## config.mk

```make
export PLATFORM = sky130hd
export DESIGN_NAME = eth_tx_pack
export DESIGN_NICKNAME = d
export VERILOG_FILES = /design/src/rtl/eth_tx_pack.sv
export SDC_FILE = /design/constraint.sdc
export NUM_CORES = 1
export LEC_CHECK = 0
export CORE_AREA = 2 2 59 89
export DETAILED_ROUTE_END_ITERATION = 16
export DIE_AREA = 0 0 61 91
export PLACE_DENSITY = 0.74
export SYNTH_ARGS = -nofsm -noshare
export SYNTH_HDL_FRONTEND = slang
export SYNTH_SLANG_ARGS = --single-unit
```

## constraint.sdc

```tcl
create_clock -name i_axi_tx_clk -period 1.9 [get_ports i_axi_tx_clk]
set_clock_uncertainty 0.05 [all_clocks]
set_input_delay 0.285 -clock i_axi_tx_clk [delete_from_list [all_inputs] [get_ports i_axi_tx_clk]]
set_output_delay 0.285 -clock i_axi_tx_clk [all_outputs]
set_load 0.005 [all_outputs]
```

## src/rtl/eth_tx_pack.sv

```systemverilog
// Ethernet II Tx packer: prepends dst/src MAC + EtherType to user payload, zero-pads
// short frames to MIN_PAYLOAD and streams the result through a single output register.
module eth_tx_pack #(
    parameter logic [47:0] PACK_DST_ADDR = 48'hAABBCCDDEEFF,
    parameter logic [47:0] PACK_SRC_ADDR = 48'h001122334455,
    parameter logic [15:0] ETH_TYPE      = 16'h88B5,
    parameter int unsigned MIN_PAYLOAD   = 46
) (
    input  logic        i_axi_tx_clk,
    input  logic        i_axi_tx_rst,
    input  logic [7:0]  i_axi_tx_tdata,
    input  logic        i_axi_tx_data_tvalid,
    output logic        o_axi_tx_data_tready,
    input  logic        i_axi_tx_data_tlast,
    output logic [7:0]  o_tx_axis_fifo_tdata,
    output logic        o_tx_axis_fifo_tvalid,
    input  logic        i_tx_axis_fifo_tready,
    output logic        o_tx_axis_fifo_tlast,
    output logic [15:0] o_frame_cnt
);

    localparam logic [1:0] StIdle    = 2'd0;
    localparam logic [1:0] StHeader  = 2'd1;
    localparam logic [1:0] StPayload = 2'd2;
    localparam logic [1:0] StPad     = 2'd3;

    localparam logic [111:0] Header   = {PACK_DST_ADDR, PACK_SRC_ADDR, ETH_TYPE};
    localparam logic [6:0]   MinPay   = 7'(MIN_PAYLOAD);

    logic [1:0]  state_q, state_d;
    logic [3:0]  hdr_idx_q, hdr_idx_d;
    logic [5:0]  pay_cnt_q, pay_cnt_d;
    logic [7:0]  tdata_q, tdata_d;
    logic        tvalid_q, tvalid_d;
    logic        tlast_q, tlast_d;
    logic [15:0] frame_cnt_q, frame_cnt_d;

    logic        slot_free;
    logic [7:0]  hdr_byte;
    logic [5:0]  pay_inc;
    logic [6:0]  pay_next;

    always_comb begin
        slot_free = ~tvalid_q | i_tx_axis_fifo_tready;
        // Header byte 0 is the MSB of the concatenated header
        hdr_byte  = 8'(Header >> (7'd8 * (7'd13 - {3'b000, hdr_idx_q})));
        pay_inc   = (pay_cnt_q == 6'd63) ? pay_cnt_q : pay_cnt_q + 6'd1;
        pay_next  = {1'b0, pay_cnt_q} + 7'd1;
        o_axi_tx_data_tready = (state_q == StPayload) & slot_free;
    end

    always_comb begin
        state_d     = state_q;
        hdr_idx_d   = hdr_idx_q;
        pay_cnt_d   = pay_cnt_q;
        tdata_d     = tdata_q;
        tlast_d     = tlast_q;
        tvalid_d    = slot_free ? 1'b0 : tvalid_q;
        frame_cnt_d = frame_cnt_q;

        if (tvalid_q & tlast_q & i_tx_axis_fifo_tready) begin
            frame_cnt_d = frame_cnt_q + 16'd1;
        end

        if (slot_free) begin
            case (state_q)
                StIdle: begin
                    if (i_axi_tx_data_tvalid) begin
                        tdata_d   = Header[111:104];
                        tvalid_d  = 1'b1;
                        tlast_d   = 1'b0;
                        hdr_idx_d = 4'd1;
                        state_d   = StHeader;
                    end
                end
                StHeader: begin
                    tdata_d  = hdr_byte;
                    tvalid_d = 1'b1;
                    tlast_d  = 1'b0;
                    if (hdr_idx_q == 4'd13) begin
                        pay_cnt_d = 6'd0;
                        state_d   = StPayload;
                    end else begin
                        hdr_idx_d = hdr_idx_q + 4'd1;
                    end
                end
                StPayload: begin
                    if (i_axi_tx_data_tvalid) begin
                        tdata_d   = i_axi_tx_tdata;
                        tvalid_d  = 1'b1;
                        tlast_d   = 1'b0;
                        pay_cnt_d = pay_inc;
                        if (i_axi_tx_data_tlast) begin
                            if (pay_next >= MinPay) begin
                                tlast_d = 1'b1;
                                state_d = StIdle;
                            end else begin
                                state_d = StPad;
                            end
                        end
                    end
                end
                StPad: begin
                    tdata_d   = 8'h00;
                    tvalid_d  = 1'b1;
                    tlast_d   = 1'b0;
                    pay_cnt_d = pay_inc;
                    if (pay_next >= MinPay) begin
                        tlast_d = 1'b1;
                        state_d = StIdle;
                    end
                end
                default: state_d = StIdle;
            endcase
        end
    end

    always_ff @(posedge i_axi_tx_clk or posedge i_axi_tx_rst) begin
        if (i_axi_tx_rst) begin
            state_q     <= StIdle;
            hdr_idx_q   <= 4'd0;
            pay_cnt_q   <= 6'd0;
            tdata_q     <= 8'h00;
            tvalid_q    <= 1'b0;
            tlast_q     <= 1'b0;
            frame_cnt_q <= 16'd0;
        end else begin
            state_q     <= state_d;
            hdr_idx_q   <= hdr_idx_d;
            pay_cnt_q   <= pay_cnt_d;
            tdata_q     <= tdata_d;
            tvalid_q    <= tvalid_d;
            tlast_q     <= tlast_d;
            frame_cnt_q <= frame_cnt_d;
        end
    end

    assign o_tx_axis_fifo_tdata  = tdata_q;
    assign o_tx_axis_fifo_tvalid = tvalid_q;
    assign o_tx_axis_fifo_tlast  = tlast_q;
    assign o_frame_cnt           = frame_cnt_q;

endmodule
```

# Yosys cells after proc, flatten, opt, wreduce, memory -nomap -nowiden
# Cells that the tools add are included.
# op_classes
mux,26
shift,1
bitwise,5
n_eq_ne,11
addsub,5
n_reduce_logical,9
order_cmp,1
# op_table
op,n
"right shift 112 x 7 -> 8 bit, first input constant",1
case mux 8 bit (4 select lines),1
2-to-1 mux 6 bit,3
case mux 6 bit (3 select lines),1
"adder 16 x 1 -> 16 bit, second input constant",1
2-to-1 mux 8 bit,2
2-to-1 mux 2 bit,6
"!= test 2 bit, second input constant",6
2-to-1 mux 4 bit,2
case mux 2 bit (4 select lines),1
case mux 4 bit (2 select lines),1
AND reduction 4 bit,2
"adder 6 x 1 -> 7 bit, second input constant",1
">= comparator 7 x 6 -> 1 bit, second input constant",1
2-to-1 mux 1 bit,7
"adder 6 x 1 -> 6 bit, second input constant",1
"== test 6 bit, second input constant",1
AND reduction 6 bit,1
"adder 4 x 1 -> 4 bit, second input constant",1
"== test 2 bit, second input constant",2
"== test 4 bit, second input constant",1
case mux 1 bit (4 select lines),1
OR reduction 2 bit,2
"subtractor 4 bit, first input constant",1
other kinds (9),11
# word_totals
out_inout_bits,27
reg_bits,38
wordCells,65
in_bits,13

# Longest topological paths before layout
# Gate-level depths: netlist of the first run.
# depth
ltp_word,6
mapped_depth,6
ltp_nobuf,6

# Worst setup path before layout of the first run
# OpenSTA, ideal clock, no wires.
# synth_timing
kind,register to register
startpoint,register hdr_idx_q[1]
endpoint,register pay_cnt_q[5]
slack_ns,0.009
t_arrival_ns,1.717
path_buffers,0
synth_period_minus_slack_ns,1.891
setup_ns,0.124
t_required_ns,1.726
stages_incl_launch_ff,7
cell_sequence,dfrtp_1 > inv_1 > ha_1 > nand3_1 > nor4_4 > o21ba_4 > a211o_1
# synth_via
elab_chain_len,3
# synth_rtl
item,line_no,text
start: declaration,31,"logic [3:0] hdr_idx_q, hdr_idx_d;"
start signal: assignment,129,hdr_idx_q <= hdr_idx_d;
== test 4 bit,80,if (hdr_idx_q == 4'd13) begin
!= test 2 bit (no line),--,
AND reduction 4 bit (no line),--,
end signal: assignment,130,pay_cnt_q <= pay_cnt_d;
end: declaration,32,"logic [5:0] pay_cnt_q, pay_cnt_d;"
# Every way passes these cells.
# A chain may end at the register's enable or synchronous reset.

# Worst setup path after layout of the first run
# Ends and elaborated chain as after synthesis.

==> results of run 1 <==
## what timing repair did
action | in CTS | in global routing
setup buffers | 0 | 1
gates resized for setup | 2 | 6
pin swaps | 0 | 2
hold endpoints to repair | 0 | 0
gates cloned | 0 | 0
setup endpoints to repair | 1 | 5
## cell usage in the layout, fill, tap and decap left out, drive strengths merged, types with 2 or more instances in the layout
master / instances
nand2b: 3
dfrtp: 38
a22oi: 2
nor4: 3
nor2b: 3
a211oi: 3
a21o: 7
o21ai: 6
nand2: 20
or2: 3
and3: 4
xnor2: 13
nand4: 7
ha: 12
nand3: 11
o211ai: 2
nor2: 13
and4: 3
inv: 10
xor2: 4
nor3: 5
clkbuf: 6
mux2: 3
o22ai: 2
a21oi: 10
clkdlybuf4s50: 38
buf: 23
o31ai: 5
a31oi: 6
## stage by stage
| stage | setup slack, ns | util [%] |
|---|---|---|
| 6_report | 0.06495 | 60.82 |
| 5_1_grt | -0.01840 | 60.82 |
| 4_1_cts | 0.04635 | 60.29 |
| 3_5_place_dp | -0.07549 | 58.30 |
| 3_3_place_gp | -0.04993 | 58.30 |
| 2_1_floorplan | 0.009077 | - |
## tightest hold or removal path, delay by kind of cell
family / cells / cell delay [ns]
buf+inv: 3 / 0.84
## state kept, by name, summed over array words and instances (netlist names), named ones only
signal                cells
o_tx_axis_fifo_tlast      1
o_frame_cnt              16
pay_cnt_q                 6
o_tx_axis_fifo_tdata      8
hdr_idx_q                 4
state_q                   2
## power groups by stage
stage	clock network, uW	logic [uW]	registers [uW]
final	573	2050	1390
after global routing	629	2270	1430
after global placement	0	1960	1370
after floorplan	0	1270	1310
after CTS	586	2010	1370
after detailed placement	0	2010	1380
## layout make-up
type	count	area, um2
clock inverters	2	12.51
repair buffers	62	561.8
clock buffers	6	82.58
multi-input cells	166	1170
fillers	420	1869
flip-flops and latches	38	954.7
well taps	66	82.58
inverters	10	37.54
## Yosys cell counts, types with 4 or more instances
library cell and number:
a21o_1 6, a21oi_1 10, a31oi_1 6, and3_1 4
dfrtp_1 38, ha_1 12, inv_1 8, nand2_1 20
nand3_1 11, nand4_1 7, nor2_1 13, nor3_1 4
o21ai_0 6, o31ai_1 5, xnor2_1 13, xor2_1 4
## routing by layer
metal,vias to the layer above,GRT usage (%),routed length (um)
li1,921,-,-
met1,901,22.08,2007
met2,47,33.78,2707
met3,10,3.276,201
met4,0,9.058,130
met5,-,0,0
## kinds of logic (layout without fill, tap and decap cells)
group                    Yosys count  in the layout
AO/OA/AOI/OAI                     51             51
XOR/XNOR                          17             17
adder cells (fa/ha/maj)           12             12
buffers and inverters             16             80
flip-flops                        38             38
multiplexers                       4              4
AND/OR/NAND/NOR                   82             82
## worst min-delay path by stage
stage | from | end | slack, ns | cells past startpoint
2_1_floorplan | i_axi_tx_tdata[0] | o_tx_axis_fifo_tdata[0]$_DFFE_PP0P_ | 0.37 | 2
3_3_place_gp | o_frame_cnt[15]$_DFFE_PP0P_ | o_frame_cnt[15]$_DFFE_PP0P_ | 0.41 | 1
3_5_place_dp | o_tx_axis_fifo_tdata[5]$_DFFE_PP0P_ | o_tx_axis_fifo_tdata[5]$_DFFE_PP0P_ | 0.41 | 1
4_1_cts | i_axi_tx_rst | o_tx_axis_fifo_tdata[5]$_DFFE_PP0P_ | 0.37 | 3
5_1_grt | i_axi_tx_rst | o_frame_cnt[10]$_DFFE_PP0P_ | 0.43 | 3
6_report | i_axi_tx_rst | o_tx_axis_fifo_tdata[1]$_DFFE_PP0P_ | 0.35 | 3
==> metrics.txt, run 1 <==
outcome finished clean; worst-path cell chain inv_2 > ha_1 > nand3_2 > nor4_4 > o21ba_4 > a211o_1; IO Pins 40; P_sw 1567 uW; startpoint class of the critical path flip-flop; number of cells produced by synthesis 220; combinational fraction of design power 51.2%; Worst-path clk slew 0.08 ns; xor-xnor portion of the synthesized cell area 6.855%; Worst Path Buf+Inv 1; diodes inserted 0; relative slew slack 68.81%; Worst Hold Class input port to asynchronous set/reset pin; Die Span Y 91 um; Non-Filler Instances 350; P&R area growth vs syn 33.58%; CTS Buf Count 5; Skew-Pair Late Insertion Delay 0.28 ns; Top Family by Delay on Critical Path compound AO/OA/AOI/OAI gates; share of layout cells above drive strength 1 18.66%; Fin. Hold Viols 0; dominant synthesized flop cell dfrtp_1; post-route ant nets 0; Post-Layout Inst Area 0.002902 mm2; pin count of the biggest net entering global routing 39; CP endpoint kind flip-flop; via-per-instance ratio 5.369; CP max stage delay 0.45 ns; reg2reg start hdr_idx_q[1]$_DFFE_PP0P_; R2R Setup Slk 0.06 ns; Worst Path Arrival 1.95 ns; Slew Viols, Final 0; share of flip-flops with an asynchronous set or reset 100.0%; Synth area leader dfrtp_1; Critical Path Source hdr_idx_q[1]$_DFFE_PP0P_; mean post-synth cell area 9.873 um2; Area contributors post-synth dfrtp_1, ha_1, xnor2_1; Power Total 4008 uW; Crit Path Category flip-flop to flip-flop; post-synth net total 245; TritonCTS clock tree yes; core area 0.004771 mm2; RR Endpoint pay_cnt_q[5]$_DFFE_PP0P_; post-synthesis adder-cell area fraction 6.912%; CP max-delay cell dfrtp_2; maxcap violations 0; main combinational cell family by area after synthesis simple AND/OR/NAND/NOR gates; antenna violations before repair 0; Post-synth EDFFs 0; Mapped Area 0.002172 mm2; Worst path depth 6; synth unique cells 50; DPL Wire Length 3.724 mm; Max Fanout on Critical Path 6; Yosys top cell area share 43.78%; post-placement cell count 341; Root Buffer clkbuf_8; clock network power share 14.3%; simple-gate share of the synthesized area 20.85%; Max Root-Sink Buffers 2; Setup TNS 0 ns; Sw Ratio 39.11%; post-synthesis mux area share 2.016%; Final nets 308; Worst Setup EP pay_cnt_q[5]$_DFFE_PP0P_; # port buffers 39; drt total wl 5.047 mm; grt total ovfl 0; DR iter-0 viols 43; Yosys reg bits 38; Starting Density 45.53%; sequential fraction of the synthesis area 43.78%; complex-gate fraction of the synthesized area 16.53%; period utilization 96.58%; YS warnings 0; leak pwr 0.001281 uW; Die X 61 um; final hold slack 0.3536 ns; setup violators final 0; Post-DP Area 0.002781 mm2; sequential share of power 34.6%; Max Clock Freq 544.9 MHz; die area 0.005551 mm2; Cell Pwr Density 1381 mW/mm2; hold_buf cts 0; R2R cell count 6; Slew @ Worst Pin 0.4679 ns; Final min period 1.835 ns; Initial DRT Pass Iterations 4; All-Layer GR Usage 19.45%; htree depth 2; DR vias 1879; DRC 0; CTS sink cnt 38; Int Pwr 2440 uW; final RePlAce weighted congestion 0.8330; first-pass GRT wire length 8.355 mm; Critical Path RT 2.02 ns; routed len/inst 14.42 um; row cnt 31; vias in the first global route 1897; VDD IR max 805.1 uV
Note: power is estimated with default switching activity, not from simulation.
==> inputs of run 2 (changes only) <==
Settings changed: CORE_AREA 2 2 59 89 to 2 2 54 81, DIE_AREA 0 0 61 91 to 0 0 56 83, DONT_BUFFER_PORTS set to 1, PLACE_DENSITY 0.74 to 0.73.
==> run 2 against run 1 <==
Register-to-register slack gained 0.08 ns. Sequential share of layout area grew 5.6 points. Clock power grew 47%. Die area shrank 16%. Fmax grew 4.4%. Count of clock-buffer cells in the layout is the same. Flip-flop and latch count is the same. Largest cell class unchanged.
==> metrics.txt, run 2 (synthesis results as in run 1) <==
outcome finished clean (unchanged); IO Pins 40 (unchanged); VDD IR max 910.6 uV (was 805.1 uV); die area 0.004648 mm2 (was 0.005551 mm2); CP endpoint kind flip-flop (unchanged); row cnt 28 (was 31); Die Span Y 83 um (was 91 um); M3 GR Usage 7.165% (was 3.276%); Post-DP Area 0.002297 mm2 (was 0.002781 mm2); final RePlAce weighted congestion 0.8263 (was 0.8330); max reg flops 16 (unchanged); period utilization 92.50% (was 96.58%); Final min period 1.758 ns (was 1.835 ns); Worst-path clk slew 0.08 ns (about the same); startpoint class of the critical path flip-flop (unchanged); Max Fanout on Critical Path 6 (unchanged); grt met2 use 34.33% (was 33.78%); first-pass GRT wire length 7.976 mm (was 8.355 mm); Setup TNS 0 ns (unchanged); GRT Max-Usage Layer met2 (unchanged); Starting Density 55.36% (was 45.53%); Fin. Hold Viols 0 (unchanged); Root Buffer clkbuf_8 (unchanged); Slew Viols, Final 0 (unchanged); setup violators final 0 (unchanged); diodes inserted 0 (unchanged); P&R area growth vs syn 13.71% (was 33.58%); TritonCTS clock tree yes (unchanged); routed len/inst 16.28 um (was 14.42 um); Worst Path Arrival 1.89 ns (was 1.95 ns); most frequent cells in the layout dfrtp_1, nand2_1, xnor2_1, nor2_1, buf_4 (was clkdlybuf4s50_1, dfrtp_1, buf_4, nand2_1, nor2_1); M1 GR Usage 25.45% (was 22.08%); relative slew slack 69.31% (was 68.81%); share of layout cells above drive strength 1 17.37% (was 18.66%); Skew-Pair Late Insertion Delay 0.29 ns (was 0.28 ns); All-Layer GR Usage 21.28% (was 19.45%); Cell Pwr Density 1575 mW/mm2 (was 1381 mW/mm2); drt total wl 4.576 mm (was 5.047 mm); DR iter-0 viols 50 (was 43); Max Root-Sink Buffers 2 (unchanged); Critical Path RT 2.03 ns (was 2.02 ns); Initial DRT Pass Iterations 4 (unchanged); CTS sink cnt 38 (unchanged); DRC 0 (unchanged); vias in the first global route 1713 (was 1897); grt total ovfl 0 (unchanged); htree depth 2 (unchanged); maxcap violations 0 (unchanged); core area 0.003924 mm2 (was 0.004771 mm2); final hold slack 0.07474 ns (was 0.3536 ns); Final nets 260 (was 308); post-placement cell count 272 (was 341); Non-Filler Instances 281 (was 350); # port buffers 0 (was 39); Die X 56 um (was 61 um); post-CTS setup buffers 0 (unchanged); post-route ant nets 0 (unchanged); Worst Hold Class input port to flip-flop (was input port to asynchronous set/reset pin); antenna violations before repair 0 (unchanged); pin count of the biggest net entering global routing 39 (unchanged); DPL Wire Length 3.382 mm (was 3.724 mm); commonest non-fill, non-tap cell in the layout dfrtp_1 (was clkdlybuf4s50_1); DR vias 1721 (was 1879); Slew @ Worst Pin 0.4604 ns (was 0.4679 ns); via-per-instance ratio 6.125 (was 5.369); Crit Path Category flip-flop to flip-flop (unchanged); Post-Layout Inst Area 0.002470 mm2 (was 0.002902 mm2); CTS Buf Count 5 (unchanged); leak pwr 0.001110 uW (was 0.001281 uW); Max Clock Freq 569.0 MHz (was 544.9 MHz)
[run 2: repair_timing]
item                       CTS  global route
hold endpoints to repair    38             0
setup endpoints to repair    0             9
hold buffers                 1             0
gates resized for setup      0             5
[run 2: final timing paths]
path,startpoint,endpoint,slack [ns],cells after the start
min in group asynchronous,i_axi_tx_rst,o_tx_axis_fifo_tdata[0]$_DFFE_PP0P_,0.51,3
setup / recovery,hdr_idx_q[1]$_DFFE_PP0P_,pay_cnt_q[5]$_DFFE_PP0P_,0.14,6
max in group asynchronous,i_axi_tx_rst,hdr_idx_q[2]$_DFFE_PP0P_,0.94,3
hold reg to reg,o_frame_cnt[15]$_DFFE_PP0P_,o_frame_cnt[15]$_DFFE_PP0P_,0.44,1
hold / removal,i_axi_tx_tdata[0],o_tx_axis_fifo_tdata[0]$_DFFE_PP0P_,0.07,2
setup reg to reg,hdr_idx_q[1]$_DFFE_PP0P_,pay_cnt_q[5]$_DFFE_PP0P_,0.14,6
[run 2: power breakdown]
group / leakage (uW) / switching [uW] / total [uW] / internal (uW)
logic: 0.000563 / 858 / 1640 / 784
registers: 0.000476 / 347 / 1410 / 1060
clock network: 0.0000714 / 281 / 841 / 560
total: 0.00111 / 1490 / 3890 / 2410
[run 2: final cells by class]
cell class                      instances  area, um2
Inverter                               10      37.54
Multi-Input combinational cell        166       1174
Timing Repair Buffer                   14      107.6
Clock buffer                            6      82.58
Fill cell                             319       1454
Clock inverter                          2      60.06
Tap cell                               45      56.30
Sequential cell                        38      952.2
[run 2: routing by layer]
layer / vias up / wire length (um)
met5: - / 0
met2: 57 / 2310
met4: 0 / 133
li1: 825 / -
met1: 825 / 1800
met3: 14 / 331
[run 2: stage by stage]
stage	util, %	setup slack [ns]	total power, uW
2_1_floorplan	-	0.009077	2578
3_3_place_gp	58.55	0.1141	2984
3_5_place_dp	58.55	0.09298	3028
4_1_cts	62.44	0.07377	3884
5_1_grt	62.95	-0.01610	4211
6_report	62.95	0.1424	3891
[run 2: worst max-delay path, stage by stage (launching register included)]
cell and delay [ns]:
dfrtp_1 0.45, inv_1 0.13, ha_1 0.18, nand3_1 0.15, nor4_4 0.19, o21ba_4 0.22, a211o_1 0.29
